==> config.mk <==
export PLATFORM = sky130hd
export DESIGN_NAME = mod_count_seq_monitor
export DESIGN_NICKNAME = d
export VERILOG_FILES = /design/src/rtl/mod_count_seq_monitor.sv
export SDC_FILE = /design/constraint.sdc
export NUM_CORES = 1
export LEC_CHECK = 0
export ABC_AREA = 1
export CAP_MARGIN = 20
export CORE_AREA = 2 2 60 62
export DETAILED_ROUTE_END_ITERATION = 7
export DIE_AREA = 0 0 62 64
export PLACE_DENSITY = 0.79
export SKIP_LAST_GASP = 1
export SYNTH_ARGS = -nofsm -noshare
export SYNTH_HDL_FRONTEND = slang
export SYNTH_SLANG_ARGS = --single-unit
export TNS_END_PERCENT = 30
==> constraint.sdc <==
create_clock -name clk -period 1.6 [get_ports clk]
set_input_delay 0.32 -clock clk [delete_from_list [all_inputs] [get_ports clk]]
set_output_delay 0.32 -clock clk [all_outputs]
set_load 0.01 [all_outputs]
==> src/rtl/mod_count_seq_monitor.sv <==
// -----------------------------------------------------------------------------
// mod_count_seq_monitor
//
// Watches the output of a free-running modulo-2^WIDTH up-counter. On each
// accepted sample it checks that the new count is either the previous count
// + 1 (mod 2^WIDTH) or unchanged (a stall).
//
// A small FSM (IDLE -> ACQUIRE -> LOCKED) only declares lock after
// LOCK_COUNT consecutive good +1 steps. Once locked, it reports:
//   - sequence errors, which also drop it back to ACQUIRE
//   - max->0 wrap events
//
// Optional feature, enabled by the macro SEQ_MON_STICKY_ERR_EN:
//   Adds the err_sticky output. err_sticky latches the first error and
//   holds until rst.
//
// Parameters:
//   WIDTH       width of the monitored count
//   LOCK_COUNT  consecutive good +1 steps needed to lock (>= 1)
//   ERR_CNT_W   width of err_count (saturating)
//   WRAP_CNT_W  width of wrap_count (rolls over)
//
// Ports:
//   clk         clock, same domain as the monitored counter
//   rst         synchronous reset, active-high, priority over sample_en
//   sample_en   q_in is valid this cycle; take a sample
//   q_in        monitored count
//   locked      1 while the FSM is in LOCKED
//   err_pulse   one-cycle pulse on a sequence error seen while locked
//   wrap_pulse  one-cycle pulse on a max->0 step seen while locked
//   err_count   number of errors, saturates at all-ones
//   wrap_count  number of wraps, rolls over
//   err_sticky  (SEQ_MON_STICKY_ERR_EN only) set by first error, held to rst
//
// All outputs are registered and update on the same edge that takes the
// sample.
// -----------------------------------------------------------------------------
module mod_count_seq_monitor #(
  parameter int WIDTH      = 3,
  parameter int LOCK_COUNT = 2,
  parameter int ERR_CNT_W  = 8,
  parameter int WRAP_CNT_W = 8
) (
  input  logic                  clk,
  input  logic                  rst,
  input  logic                  sample_en,
  input  logic [WIDTH-1:0]      q_in,
  output logic                  locked,
  output logic                  err_pulse,
  output logic                  wrap_pulse,
  output logic [ERR_CNT_W-1:0]  err_count,
  output logic [WRAP_CNT_W-1:0] wrap_count
`ifdef SEQ_MON_STICKY_ERR_EN
  ,
  output logic                  err_sticky
`endif
);

  // good_cnt never exceeds LOCK_COUNT, so size it to hold that value.
  localparam int GC_W = $clog2(LOCK_COUNT + 1);
  localparam logic [GC_W-1:0] LOCK_TGT = GC_W'(LOCK_COUNT);

  typedef enum logic [1:0] {
    IDLE    = 2'd0,
    ACQUIRE = 2'd1,
    LOCKED  = 2'd2
  } state_t;

  state_t                  state_q, state_d;
  logic [WIDTH-1:0]        prev_q, prev_d;
  logic [GC_W-1:0]         good_q, good_d;
  logic                    err_pulse_d, wrap_pulse_d;
  logic [ERR_CNT_W-1:0]    err_count_d;
  logic [WRAP_CNT_W-1:0]   wrap_count_d;

  logic [WIDTH-1:0]        nxt;
  logic [GC_W-1:0]         good_inc;
  logic                    step_ok;
  logic                    stall;

  // The add is WIDTH bits wide, so the carry out of the top bit is dropped.
  // This makes max+1 equal 0, which is exactly a counter wrap.
  assign nxt      = prev_q + WIDTH'(1);
  assign good_inc = good_q + GC_W'(1);
  assign step_ok  = (q_in == nxt);
  assign stall    = (q_in == prev_q);

  always_comb begin
    // NOTE: every signal driven here gets a default before any branch.
    // Without that, a path that skips an assignment would infer a latch.
    state_d      = state_q;
    prev_d       = prev_q;
    good_d       = good_q;
    err_pulse_d  = 1'b0;
    wrap_pulse_d = 1'b0;
    err_count_d  = err_count;
    wrap_count_d = wrap_count;

    if (sample_en) begin
      prev_d = q_in;
      unique case (state_q)
        IDLE: begin
          state_d = ACQUIRE;
          good_d  = '0;
        end
        ACQUIRE: begin
          if (step_ok) begin
            if (good_inc == LOCK_TGT) begin
              // Entering LOCKED is never reported as a wrap or an error,
              // even when this step is the max->0 step.
              state_d = LOCKED;
              good_d  = '0;
            end else begin
              good_d = good_inc;
            end
          end else if (!stall) begin
            good_d = '0;
          end
        end
        LOCKED: begin
          if (step_ok) begin
            if (prev_q == '1) begin
              wrap_pulse_d = 1'b1;
              wrap_count_d = wrap_count + WRAP_CNT_W'(1);
            end
          end else if (!stall) begin
            err_pulse_d = 1'b1;
            if (err_count != '1) begin
              err_count_d = err_count + ERR_CNT_W'(1);
            end
            state_d = ACQUIRE;
            good_d  = '0;
          end
        end
        default: begin
          state_d = IDLE;
          good_d  = '0;
        end
      endcase
    end
  end

  // NOTE: sequential state uses non-blocking assignments only. Every
  // register then updates from its pre-edge value, whatever order the
  // statements are written in.
  always_ff @(posedge clk) begin
    if (rst) begin
      state_q    <= IDLE;
      prev_q     <= '0;
      good_q     <= '0;
      locked     <= 1'b0;
      err_pulse  <= 1'b0;
      wrap_pulse <= 1'b0;
      err_count  <= '0;
      wrap_count <= '0;
    end else begin
      state_q    <= state_d;
      prev_q     <= prev_d;
      good_q     <= good_d;
      // Registered from the next state so that lock status changes on the
      // same edge as the sample that caused it.
      locked     <= (state_d == LOCKED);
      err_pulse  <= err_pulse_d;
      wrap_pulse <= wrap_pulse_d;
      err_count  <= err_count_d;
      wrap_count <= wrap_count_d;
    end
  end

`ifdef SEQ_MON_STICKY_ERR_EN
  // Re-locking does not clear err_sticky; only rst does.
  always_ff @(posedge clk) begin
    if (rst) begin
      err_sticky <= 1'b0;
    end else if (err_pulse_d) begin
      err_sticky <= 1'b1;
    end
  end
`endif

endmodule

==> results of run 1 <==
## final timing paths
path / endpoint / depth (start not counted) / slack, ps / from
hold reg to reg: good_q[1] / 2 / 480 / good_q[1]
setup reg to reg: err_count[2] / 11 / -150 / prev_q[1]
hold / removal: good_q[1] / 2 / 480 / good_q[1]
setup / recovery: err_count[2] / 11 / -150 / prev_q[1]
## metal layers
layer / vias to the layer above / GRT usage, %
li1: 801 / -
met1: 674 / 23.4
met3: 8 / 2.83
met2: 28 / 31.1
met4: 0 / 5.32
met5: - / 0
## cells by family after synthesis
logic type | synth area share, %
buf+inv | 9.20
compound gates | 11.8
simple gates | 34.3
fa+ha+maj | 6.57
flops | 34.2
xor+xnor | 4.03
## power breakdown
part           leakage, nW  switching (mW)  internal (mW)  total [mW]
logic                0.697           0.119          0.101       0.219
registers            0.211         0.00701          0.655       0.662
clock network       0.0138           0.184         0.0881       0.273
total                0.921           0.310          0.844        1.15
## cells in the final DEF (no fill, tap or decap), types with 2 or more instances in the layout
cell type	n
sky130_fd_sc_hd__a21oi_1	20
sky130_fd_sc_hd__buf_4	23
sky130_fd_sc_hd__clkbuf_4	3
sky130_fd_sc_hd__clkdlybuf4s50_1	24
sky130_fd_sc_hd__dfxtp_1	24
sky130_fd_sc_hd__dfxtp_2	2
sky130_fd_sc_hd__ha_1	6
sky130_fd_sc_hd__ha_4	2
sky130_fd_sc_hd__inv_1	29
sky130_fd_sc_hd__inv_2	2
sky130_fd_sc_hd__nand2_1	52
sky130_fd_sc_hd__nand2_2	2
sky130_fd_sc_hd__nand2_4	3
sky130_fd_sc_hd__nand3_1	8
sky130_fd_sc_hd__nand3_2	4
sky130_fd_sc_hd__nand4_1	11
sky130_fd_sc_hd__nor2_1	18
sky130_fd_sc_hd__nor2_4	3
sky130_fd_sc_hd__o21ai_0	6
sky130_fd_sc_hd__o21ai_2	2
sky130_fd_sc_hd__xnor2_1	4
sky130_fd_sc_hd__xor2_1	3
## per-stage QoR
step,area (sq um),setup slack [ps],cells
5_1_grt,2110,-259,311
3_5_place_dp,1980,-272,301
3_3_place_gp,1980,-234,301
6_report,2110,-147,311
4_1_cts,2080,-142,310
2_1_floorplan,1560,-57.9,215
## worst reg2reg max path, cell delays in order (launching register included)
cell                      delay, ps
sky130_fd_sc_hd__dfxtp_2        360
sky130_fd_sc_hd__ha_4           160
sky130_fd_sc_hd__ha_4           270
sky130_fd_sc_hd__inv_4           40
sky130_fd_sc_hd__o21ai_4        130
sky130_fd_sc_hd__nor2_4          70
sky130_fd_sc_hd__nand2_4        130
sky130_fd_sc_hd__nand3_4        120
sky130_fd_sc_hd__nor2_4         180
sky130_fd_sc_hd__nand3_2         80
sky130_fd_sc_hd__nand2_1         60
sky130_fd_sc_hd__nor2_1          40
## layout make-up
class	count	area (sq um)	share of cell area, %
multi-input combinational	155	942	44.7
clock buffer	3	22.5	1.07
timing repair buffer	48	433	20.5
sequential	26	523	24.8
inverter	33	131	6.23
tap	46	57.6	2.73
## flip-flops by register name, summed over array words and instances (netlist names)
register    cells
err_count       8
err_pulse       1
wrap_pulse      1
wrap_count      8
prev_q          3
good_q          2
state_q         2
locked          1
## repair_timing
item | CTS | global route
resized for setup | 4 | 4
gates cloned | 2 | 0
buffers inserted | 4 | 1
pin swaps | 5 | 5
setup endpoints to repair | 29 | 37
==> run summary, run 1 <==
The Yosys step of the flow raised 0 warnings. The netlist area before placement was 1520 sq um; the worst-case setup margin in the final layout was -147 ps. Adding up every negative setup slack in the final design gives -2500 ps. The cell sitting at the root of the clock tree is a sky130_fd_sc_hd__clkbuf_4.

The commonest cells after synthesis are sky130_fd_sc_hd__nand2_1, sky130_fd_sc_hd__inv_1, sky130_fd_sc_hd__dfxtp_1. In the routed layout, each cell is associated on average with a via count of 4.86. Counting the fill cells in the layout gives 286.

The flow ran to the end, but the final reports show violations. The clock latency on the worst-skew pair was 310 ps. At the end of the flow the core is filled with cells to 64.2%. The final period utilization was 109%; the CTS clock-pin slew for the worst setup and hold paths was 140 ps. Sorting the synthesized cells by area gives the leading types as sky130_fd_sc_hd__dfxtp_1, sky130_fd_sc_hd__nand2_1, sky130_fd_sc_hd__inv_1. The die covers 3970 sq um. Setup violations remaining at the end of the flow were counted as 31. Slowest cell on the critical path: sky130_fd_sc_hd__dfxtp_2. Largest voltage drop on the vdd net: 0.000316 V. The number of detailed-routing iterations run before antenna repair came out at 4. TritonCTS built the clock tree.

The logs give 0 for the total of max-cap violations and 1511 for the total number of vias. Yosys mapped the design onto 28 distinct sky130hd cell types. The maximum clock path buffer count is 2, and the number of H-tree branching levels is 1. The repair_antennas step left the layout with diodes totalling 0.

Sequential element share of the synthesized area: 34.2%. On the critical path the largest part of the delay comes from simple AND/OR/NAND/NOR gates. Setup repair after global routing could not meet its margin everywhere. Measured against its own limit, the worst slew margin works out to 71.4%. The tightest hold margin is 477 ps, and the number of remaining DRC errors is 0. The worst setup path is captured at a register. The run gives 26 as the clock net sink count. The number of endpoints with negative hold slack in the final report was 0.

The initial antenna violation count was 0. Detailed routing placed a total of 1650 microns of wire on met2. The tools report the via count of the first global-routing pass as 1363. Top routing layer in use: met4. The first-pass GRT wire length is 5720 microns. After layout, the design draws a total of 1.15 mW. From synthesis to final layout, the design area changed by 38.5%.

For this run, asynchronously set or reset flops after synthesis account for 0%. The number of top-level pins was 25. The maximum fanout along the worst path is 5.

The achievable frequency is 0.572 GHz. Core region area: 3280 sq um. The number of DRC violations after detailed-routing iteration 0 is 68. For this run, the slowest stage of the critical path takes 360 ps.

Buffers inserted during clock tree synthesis total 3. The logs give 229 for the total nets after synthesis and 6.20 ps for the largest clock skew in the final design. After detailed routing, the total wire length is 3290 microns.

The critical path goes through ha_4 -> ha_4 -> inv_4 -> o21ai_4 -> nor2_4 -> nand2_4 -> nand3_4 -> nor2_4 -> nand3_2 -> nand2_1 -> nor2_1. The number of enable flip-flop cells after synthesis came out at 0. The starting density of the core was 46.4%; the ratio of cells with drive above 1 in the final layout was 21.5%. The placer congestion estimate is 0.876, and the number of buffer and inverter instances along the worst setup path is 1.

The tools report the static leakage power as 0.921 nW. Flip-flop cell with the highest count after synthesis: sky130_fd_sc_hd__dfxtp_1. The count of buffers added on input and output ports is 24.

The routed metal-1 wire length was 1520 microns; the horizontal extent of the die was 62 microns. STA puts the critical path data required time at 1820 ps. The wire-length estimate of the detail-placed layout is 2430 microns.

Transition time at the pin with the least slew margin: 429 ps. The checks that failed: negative setup slack. Average detailed-routed wire length per instance: 10.6 microns. The detailed-routed wire length on met3 came out at 90 microns. The hold buffer count at CTS was 0. Among all cell types in the netlist, the one instantiated most often is sky130_fd_sc_hd__nand2_1. The power per cell area was 547 nW/um^2. The net total in the final layout was 281; the overall overflow remaining after global route was 0. The cell count after synthesis came out at 215. In this run the vertical extent of the chip is 64 microns. The final critical delay including setup and external delays works out to 1750 ps. Post-synthesis average cell area: 7.08 sq um. The share of the synthesized area in the top cell type came out at 34.2%. Global routing used 18.4% of the available tracks. The worst min-delay path class was register to register.

STA puts the critical path data arrival time at 1970 ps. The kind of launch point of the worst setup path is a register. Category of the most critical setup path: register to register. The count of pins over their slew limit was 0; the flip-flop and latch count after synthesis was 26.

Entering global routing, the biggest net connects 14 pins. In this run the core area contains 21 standard-cell rows. The library cell with the largest summed area after synthesis is sky130_fd_sc_hd__dfxtp_1.

In this run the remaining antenna-violating nets after routing total 0.
(Power assumes the default switching activity.)
==> inputs of run 2 (changes only) <==
--- a/config.mk
+++ b/config.mk
@@ -15,4 +15,4 @@
 export SYNTH_ARGS = -nofsm -noshare
 export SYNTH_HDL_FRONTEND = slang
 export SYNTH_SLANG_ARGS = --single-unit
-export TNS_END_PERCENT = 30
+export TNS_END_PERCENT = 10
==> run 2 against run 1 <==
  * The flow still finishes with violations (negative setup slack)
  * Design area shrank 1.7%
  * Global-route usage grew 0.31 points
  * Routed wire length grew 0.43%
  * Clock power grew 23%
  * Worst hold slack is essentially flat
  * Register-to-register slack is essentially flat
  * Critical path type unchanged
  * Largest power group unchanged
==> run summary, run 2 (synthesized netlist as in run 1, its figures left out) <==
The run gives 0 as the number of endpoints with negative hold slack in the final report. In the routed layout, each cell is associated on average with a via count of 4.92. The tightest hold path in the finished design has a slack of 477 ps.

After floorplanning, the core was divided into 21 placement rows. The remaining antenna violation count after routing was 0. The worst setup path is of the register to register kind.

The tools report the placer congestion estimate as 0.926. For the final database, setup skew stands at 8.57 ps. Summed over all layers, the global routing overflow is 0.

The run finished, with violations left. Number of DRC violations after detailed-routing iteration 0: 101. The filler cells instantiated in the layout total 288.

The die covers 3970 sq um. The via count of the first global-routing pass was 1435; the number of setup violations in the final report was 29. The worst pin sits at a relative slew slack of 69.4%. The detailed router placed 1516 vias in this run. Total power for the finished layout comes to 1.20 mW. For this design the top-level I/O count stands at 25. The count of input and output buffers works out to 24. STA puts the critical path data arrival time at 1980 ps.

The top cell types in the final layout, fill and taps aside, are sky130_fd_sc_hd__nand2_1, sky130_fd_sc_hd__inv_1, sky130_fd_sc_hd__dfxtp_1, sky130_fd_sc_hd__clkdlybuf4s50_1, sky130_fd_sc_hd__buf_4. The tools report the placed wire-length estimate as 2480 microns. The cell sitting at the root of the clock tree is a sky130_fd_sc_hd__clkbuf_4. Setup repair after global routing could not meet its margin everywhere. IR analysis of the VDD net gives a maximum drop of 0.000323 V.

The worst min-delay path class is register to register. The average detailed-routed wire length per instance is 10.7 microns. The worst setup path is captured at a register. Relative to the synthesized area, the layout overhead comes to 36.2%.

CTS buffer count: 3. The kind of launch point of the worst setup path was a register. The analysis attributes to cell leakage a power of 0.910 nW.

The run gives 0 as the number of antenna cells inserted. After clock tree synthesis, the clock-pin slew on the worst setup and hold paths is 150 ps. The starting density of the core came out at 46.4%. The tool flagged a number of max-cap violations equal to 0. At the pin with the least slew margin, the transition time is 458 ps.

For this run, the top clock speed supported by timing is 0.573 GHz. The largest registers in the layout are err_count x8, wrap_count x8, prev_q x3. For the worst-skew pair, the clock arrives at the later sink with an insertion delay of 320 ps.

The maximum fanout along the worst path was 8. Entering global routing, the biggest net connects 15 pins. The tools report the number of remaining DRC errors as 0.

From bottom edge to top edge, the die measures 64 microns. The power per cell area came out at 580 nW/um^2. The tools report the final core area utilization as 63.2%. The clock passes through at most 2 buffers.

Number of H-tree branching levels: 1. The checks that failed: negative setup slack. The final layout contains routed wiring with a total length of 3310 microns.

The first global-routing pass estimated 5850 microns of wire. In the global route stage, overall resource usage came out at 18.7%. Most common library cell in the layout ignoring fill and taps: sky130_fd_sc_hd__nand2_1.

The run gives -145 ps as the worst-case setup margin in the final layout. The final critical delay including setup and external delays works out to 1750 ps. STA puts the critical path data required time at 1840 ps. After the last flow step, the layout net total stands at 277. The core region area was 3280 sq um; the ratio of cells with drive above 1 in the final layout was 20.6%. The number of detailed-routing iterations run before antenna repair is 4. Clock net sink count: 26. After clock tree synthesis, the flow added hold-fix buffers numbering 0.

In the final timing run, aggregate negative setup slack is -2410 ps. Timing analysis after detailed placement gives a worst setup slack of -261 ps. The initial antenna violation count is 0. TritonCTS built the clock tree. The final period utilization is 109%. Measured along the x axis, the die boundary spans 62 microns. The count of pins over their slew limit came out at 0.
## run 2: cell types whose count changed in the layout (fill, tap and decap cells not counted), moves of 2 or more
cell,change
sky130_fd_sc_hd__buf_4,-2
sky130_fd_sc_hd__nand3_1,+2
sky130_fd_sc_hd__nand3_2,-2
sky130_fd_sc_hd__o21ai_2,+2
## run 2: layout make-up
type,count,area [sq um],share of cell area (%)
tap,46,57.6,2.77
sequential,26,523,25.2
timing repair buffer,45,398,19.2
multi-input combinational,154,928,44.8
inverter,33,131,6.33
clock buffer,4,36.3,1.75
## run 2: through the flow
stage | instance area (sq um) | instances
floorplan | 1560 | 215
global placement | 1990 | 302
detailed placement | 1990 | 302
CTS | 2040 | 308
global route | 2070 | 308
finish | 2070 | 308
## run 2: power breakdown
| part | switching, mW | leakage [nW] | internal, mW | total (mW) |
|---|---|---|---|---|
| Clock | 0.196 | 0.0210 | 0.139 | 0.335 |
| Sequential | 0.00756 | 0.211 | 0.656 | 0.663 |
| Combinational | 0.114 | 0.678 | 0.0912 | 0.206 |
## run 2: repair_timing
action / in CTS / in global routing
endpoints found under the setup margin: 28 / 38
buffers inserted: 1 / 0
resized for setup: 1 / 8
pin swaps: 5 / 7
cloned: 1 / 0
## run 2: worst paths after layout
| path | from | to | slack, ps | cells after the start |
|---|---|---|---|---|
| setup / recovery | prev_q[0] | wrap_count[4] | -150 | 11 |
| hold / removal | good_q[1] | good_q[1] | 480 | 2 |
| setup reg to reg | prev_q[0] | wrap_count[4] | -150 | 11 |
| hold reg to reg | good_q[1] | good_q[1] | 480 | 2 |
## run 2: worst max-delay path, stage by stage (launching register included)
cell and delay, ps:
sky130_fd_sc_hd__dfxtp_2 360, sky130_fd_sc_hd__ha_4 160, sky130_fd_sc_hd__ha_4 280, sky130_fd_sc_hd__inv_4 40, sky130_fd_sc_hd__nand2_2 50, sky130_fd_sc_hd__o21ai_2 70
sky130_fd_sc_hd__nor2_4 140, sky130_fd_sc_hd__nand2_4 100, sky130_fd_sc_hd__nor2_8 170, sky130_fd_sc_hd__nand3_2 100, sky130_fd_sc_hd__o21ai_2 140, sky130_fd_sc_hd__nor2_1 50
## run 2: per-layer routing
layer  global-route usage (%)  vias to the layer above  wire length (microns)
met5                        0                        -                      0
met4                     6.12                        0                     42
met3                     2.63                        6                    117
met2                     31.5                       32                   1640
met1                     23.7                      689                   1510
li1                         -                      789                      -
==> inputs of run 3 (changes only) <==
--- a/config.mk
+++ b/config.mk
@@ -8,6 +8,7 @@
 export ABC_AREA = 1
 export CAP_MARGIN = 20
 export CORE_AREA = 2 2 60 62
+export CTS_BUF_LIST = sky130_fd_sc_hd__clkbuf_16
 export DETAILED_ROUTE_END_ITERATION = 7
 export DIE_AREA = 0 0 62 64
 export PLACE_DENSITY = 0.79
==> run 3 against run 2 <==
  * The run still ends with negative setup slack left
  * Highest routed layer unchanged
  * Clock power rose by 64%
  * Critical path depth did not move
  * Register-to-register slack barely moved
  * Clock skew fell by 6.1 ps
  * Critical path type unchanged
  * Power rose by 18%
  * Final cell count rose by 0.65%
  * Design area rose by 3.4%
  * Clock-buffer cell count fell by 1
  * Global-route usage rose by 0.56 points
  * Routed wire length rose by 2.9%
==> run summary, run 3 (synthesized netlist as in run 1, its figures left out) <==
After the flow finishes, the layout carries non-filler instances totaling 310. The largest voltage drop on the vdd net is 0.000329 V, and the horizontal extent of the die is 62 microns. The logs give 2.49 ps for the largest clock skew in the final design and 3 for the CTS buffer count. The logs give 0.926 for the placer congestion estimate and 3970 sq um for the total die area. The top cell types in the final layout, fill and taps aside, are sky130_fd_sc_hd__nand2_1, sky130_fd_sc_hd__inv_1, sky130_fd_sc_hd__dfxtp_1, sky130_fd_sc_hd__clkdlybuf4s50_1, sky130_fd_sc_hd__buf_4. The detailed router finished its first iteration with 81 violations. The count of nets left with antenna violations once routing finished came out at 0. Derived from the worst setup path, the maximum achievable clock frequency is 0.575 GHz. Clock tree synthesis selected as its root buffer the cell sky130_fd_sc_hd__clkbuf_16. The run gives 15 as the maximum number of pins on one net before global-route repair. The run gives 46.4% as the starting density of the core. The worst min-delay path startpoint was good_q[1]. The checks that failed: negative setup slack. The number of placed instances with taps included was 302. The ratio of cells with drive above 1 in the final layout was 22.0%; the wire length reported by the detailed router was 3410 microns. The path with the worst hold slack has its endpoint at good_q[1]. After layout, the design draws a total of 1.42 mW. The smallest clock period supported by the final layout is computed as 1740 ps. The analysis attributes to net switching a power of 0.338 mW.

The initial antenna violation count was 0. The tools report the worst-case setup margin in the final layout as -139 ps. In this run the critical register-to-register path is launched from prev_q[1].

Net switching is 23.8% of the power. The total of fill cells in the finished design is 279. Combinational logic is responsible for 14.7% of the overall power. The maximum fanout along the worst path was 5. The count of pins over their slew limit was 0; the CTS clock-pin slew for the worst setup and hold paths was 60 ps. Summed over all layers, the global routing overflow is 0. Across the run, the number of max-cap violations was 0. The reg-to-reg endpoint is err_count[2]. In the final layout, the registers with the most flip-flops are err_count x8, wrap_count x8, prev_q x3. Row generation in the floorplan step produced 21 rows. For this run, design rule violations remaining after detail routing come to 0. The final critical path takes up 109% of the cycle. For the worst-skew pair, the clock arrives at the later sink with an insertion delay of 260 ps. The tools report the number of detailed-routing iterations run before antenna repair as 6. For the net total in the final layout, the log shows 279. For this design, the CTS-stage hold fixing added 0 buffers. Counting cells, the worst reg-to-reg path comes to 11. The critical path arrival was 1890 ps; the die outline height was 64 microns. Summed over all cells, the static leakage comes to 0.940 nW.

The overall routing resource usage was 19.3%. The power per cell area was 662 nW/um^2. The tools report the share of total power in sequential cells as 46.6%. The region available for standard cell placement spans 3280 sq um.

Number of H-tree branching levels: 1. The cell depth of the worst min-delay path was 2. Cell internal power was estimated by the tool at 1.08 mW. Per report_power, the clock group accounts for 38.7% of the total. Input and output buffers added on the ports amount to 24. The transition time at the pin with the least slew margin came out at 454 ps. The run finished, with violations left. The repair_antennas step left the layout with diodes totalling 0. The tools report the via count of the first global-routing pass as 1454. The run gives 25 as the number of top-level pins. STA puts the critical path data required time at 1750 ps. In this run the tightest slew margin relative to its limit is 69.7%. Setup repair after global routing could not meet its margin everywhere.

Detailed placement finished with a half-perimeter wire length of 2480 microns. The worst setup path is launched from a register. Detailed routing inserted a total of 1538 vias.

The first-pass GRT wire length is 5980 microns. TritonCTS built the clock tree. The critical path is of the register to register type. The area added between synthesis and finish was 40.9%; the average detailed-routed wire length per instance was 11.0 microns. After detailed routing, the number of vias per cell comes to 4.96. Kind of capture point of the worst setup path: a register. The run gives 26 as the clock net sink count. The library cell used most frequently in the layout, excluding fill and tap cells, is sky130_fd_sc_hd__nand2_1.

The clock passes through at most 2 buffers. Number of endpoints with negative hold slack in the final report: 0. The tightest min-delay check is of the register to register type. Setup violations remaining at the end of the flow were counted as 20.

The worst register-to-register path has a setup slack of -140 ps.
[run 3: metrics by stage]
step	cell area [sq um]	setup TNS, ps	hold slack, ps	util, %	setup WS (ps)
after floorplan	1560	-294	389	-	-57.9
after global placement	1990	-3390	437	60.6	-218
after detailed placement	1990	-4340	450	60.6	-261
after CTS	2100	-1840	479	64.0	-143
after global routing	2150	-4010	528	65.3	-235
final	2150	-1770	481	65.3	-139
[run 3: worst max path at each step]
stage	start	endpoint	slack [ps]	cells past startpoint
4_1_cts	prev_q[0]	wrap_count[6]	-140	12
6_report	prev_q[1]	err_count[2]	-140	11
2_1_floorplan	prev_q[1]	err_count[2]	-60	11
3_3_place_gp	q_in[1]	err_count[2]	-220	10
3_5_place_dp	q_in[2]	err_count[2]	-260	10
5_1_grt	prev_q[1]	err_count[2]	-230	11
[run 3: critical path: stages, from the launching register on]
cell and delay (ps):
sky130_fd_sc_hd__dfxtp_2 330, sky130_fd_sc_hd__ha_4 160, sky130_fd_sc_hd__ha_4 280, sky130_fd_sc_hd__inv_4 40, sky130_fd_sc_hd__o21ai_2 170, sky130_fd_sc_hd__nor2_4 60, sky130_fd_sc_hd__nand2_4 110, sky130_fd_sc_hd__nand3_4 120
sky130_fd_sc_hd__nor2_4 150, sky130_fd_sc_hd__nand3_1 90, sky130_fd_sc_hd__nand2_1 70, sky130_fd_sc_hd__nor2_1 50
[run 3: cell type report]
cell class                      instances  area (sq um)  share of cell area (%)
Clock buffer                            3          75.1                    3.50
Sequential cell                        26           523                    24.4
Tap cell                               46          57.6                    2.68
Clock inverter                          1          3.75                   0.175
Inverter                               33           131                    6.12
Multi-Input combinational cell        154           938                    43.7
Timing Repair Buffer                   47           417                    19.4
[run 3: timing repair]
action | CTS | global route
pin swaps | 6 | 8
resized for setup | 3 | 9
setup endpoints to repair | 17 | 26
cloned | 1 | 0
buffers inserted | 2 | 1
[run 3: power by group through the flow]
| stage | sequential, mW | combinational, mW | clock (mW) |
|---|---|---|---|
| after floorplan | 0.677 | 0.122 | 0 |
| after global placement | 0.677 | 0.190 | 0 |
| after detailed placement | 0.677 | 0.195 | 0 |
| after CTS | 0.662 | 0.202 | 0.564 |
| after global routing | 0.663 | 0.231 | 0.598 |
| final | 0.662 | 0.208 | 0.550 |
[run 3: per-layer routing]
layer  vias up  part of all wire, %  GRT usage (%)
met5         -                    0              0
met1       698                   43           24.2
met2        39                   51           31.8
li1        792                    -              -
met3         9                  3.9           3.44
met4         0                  1.6           7.18
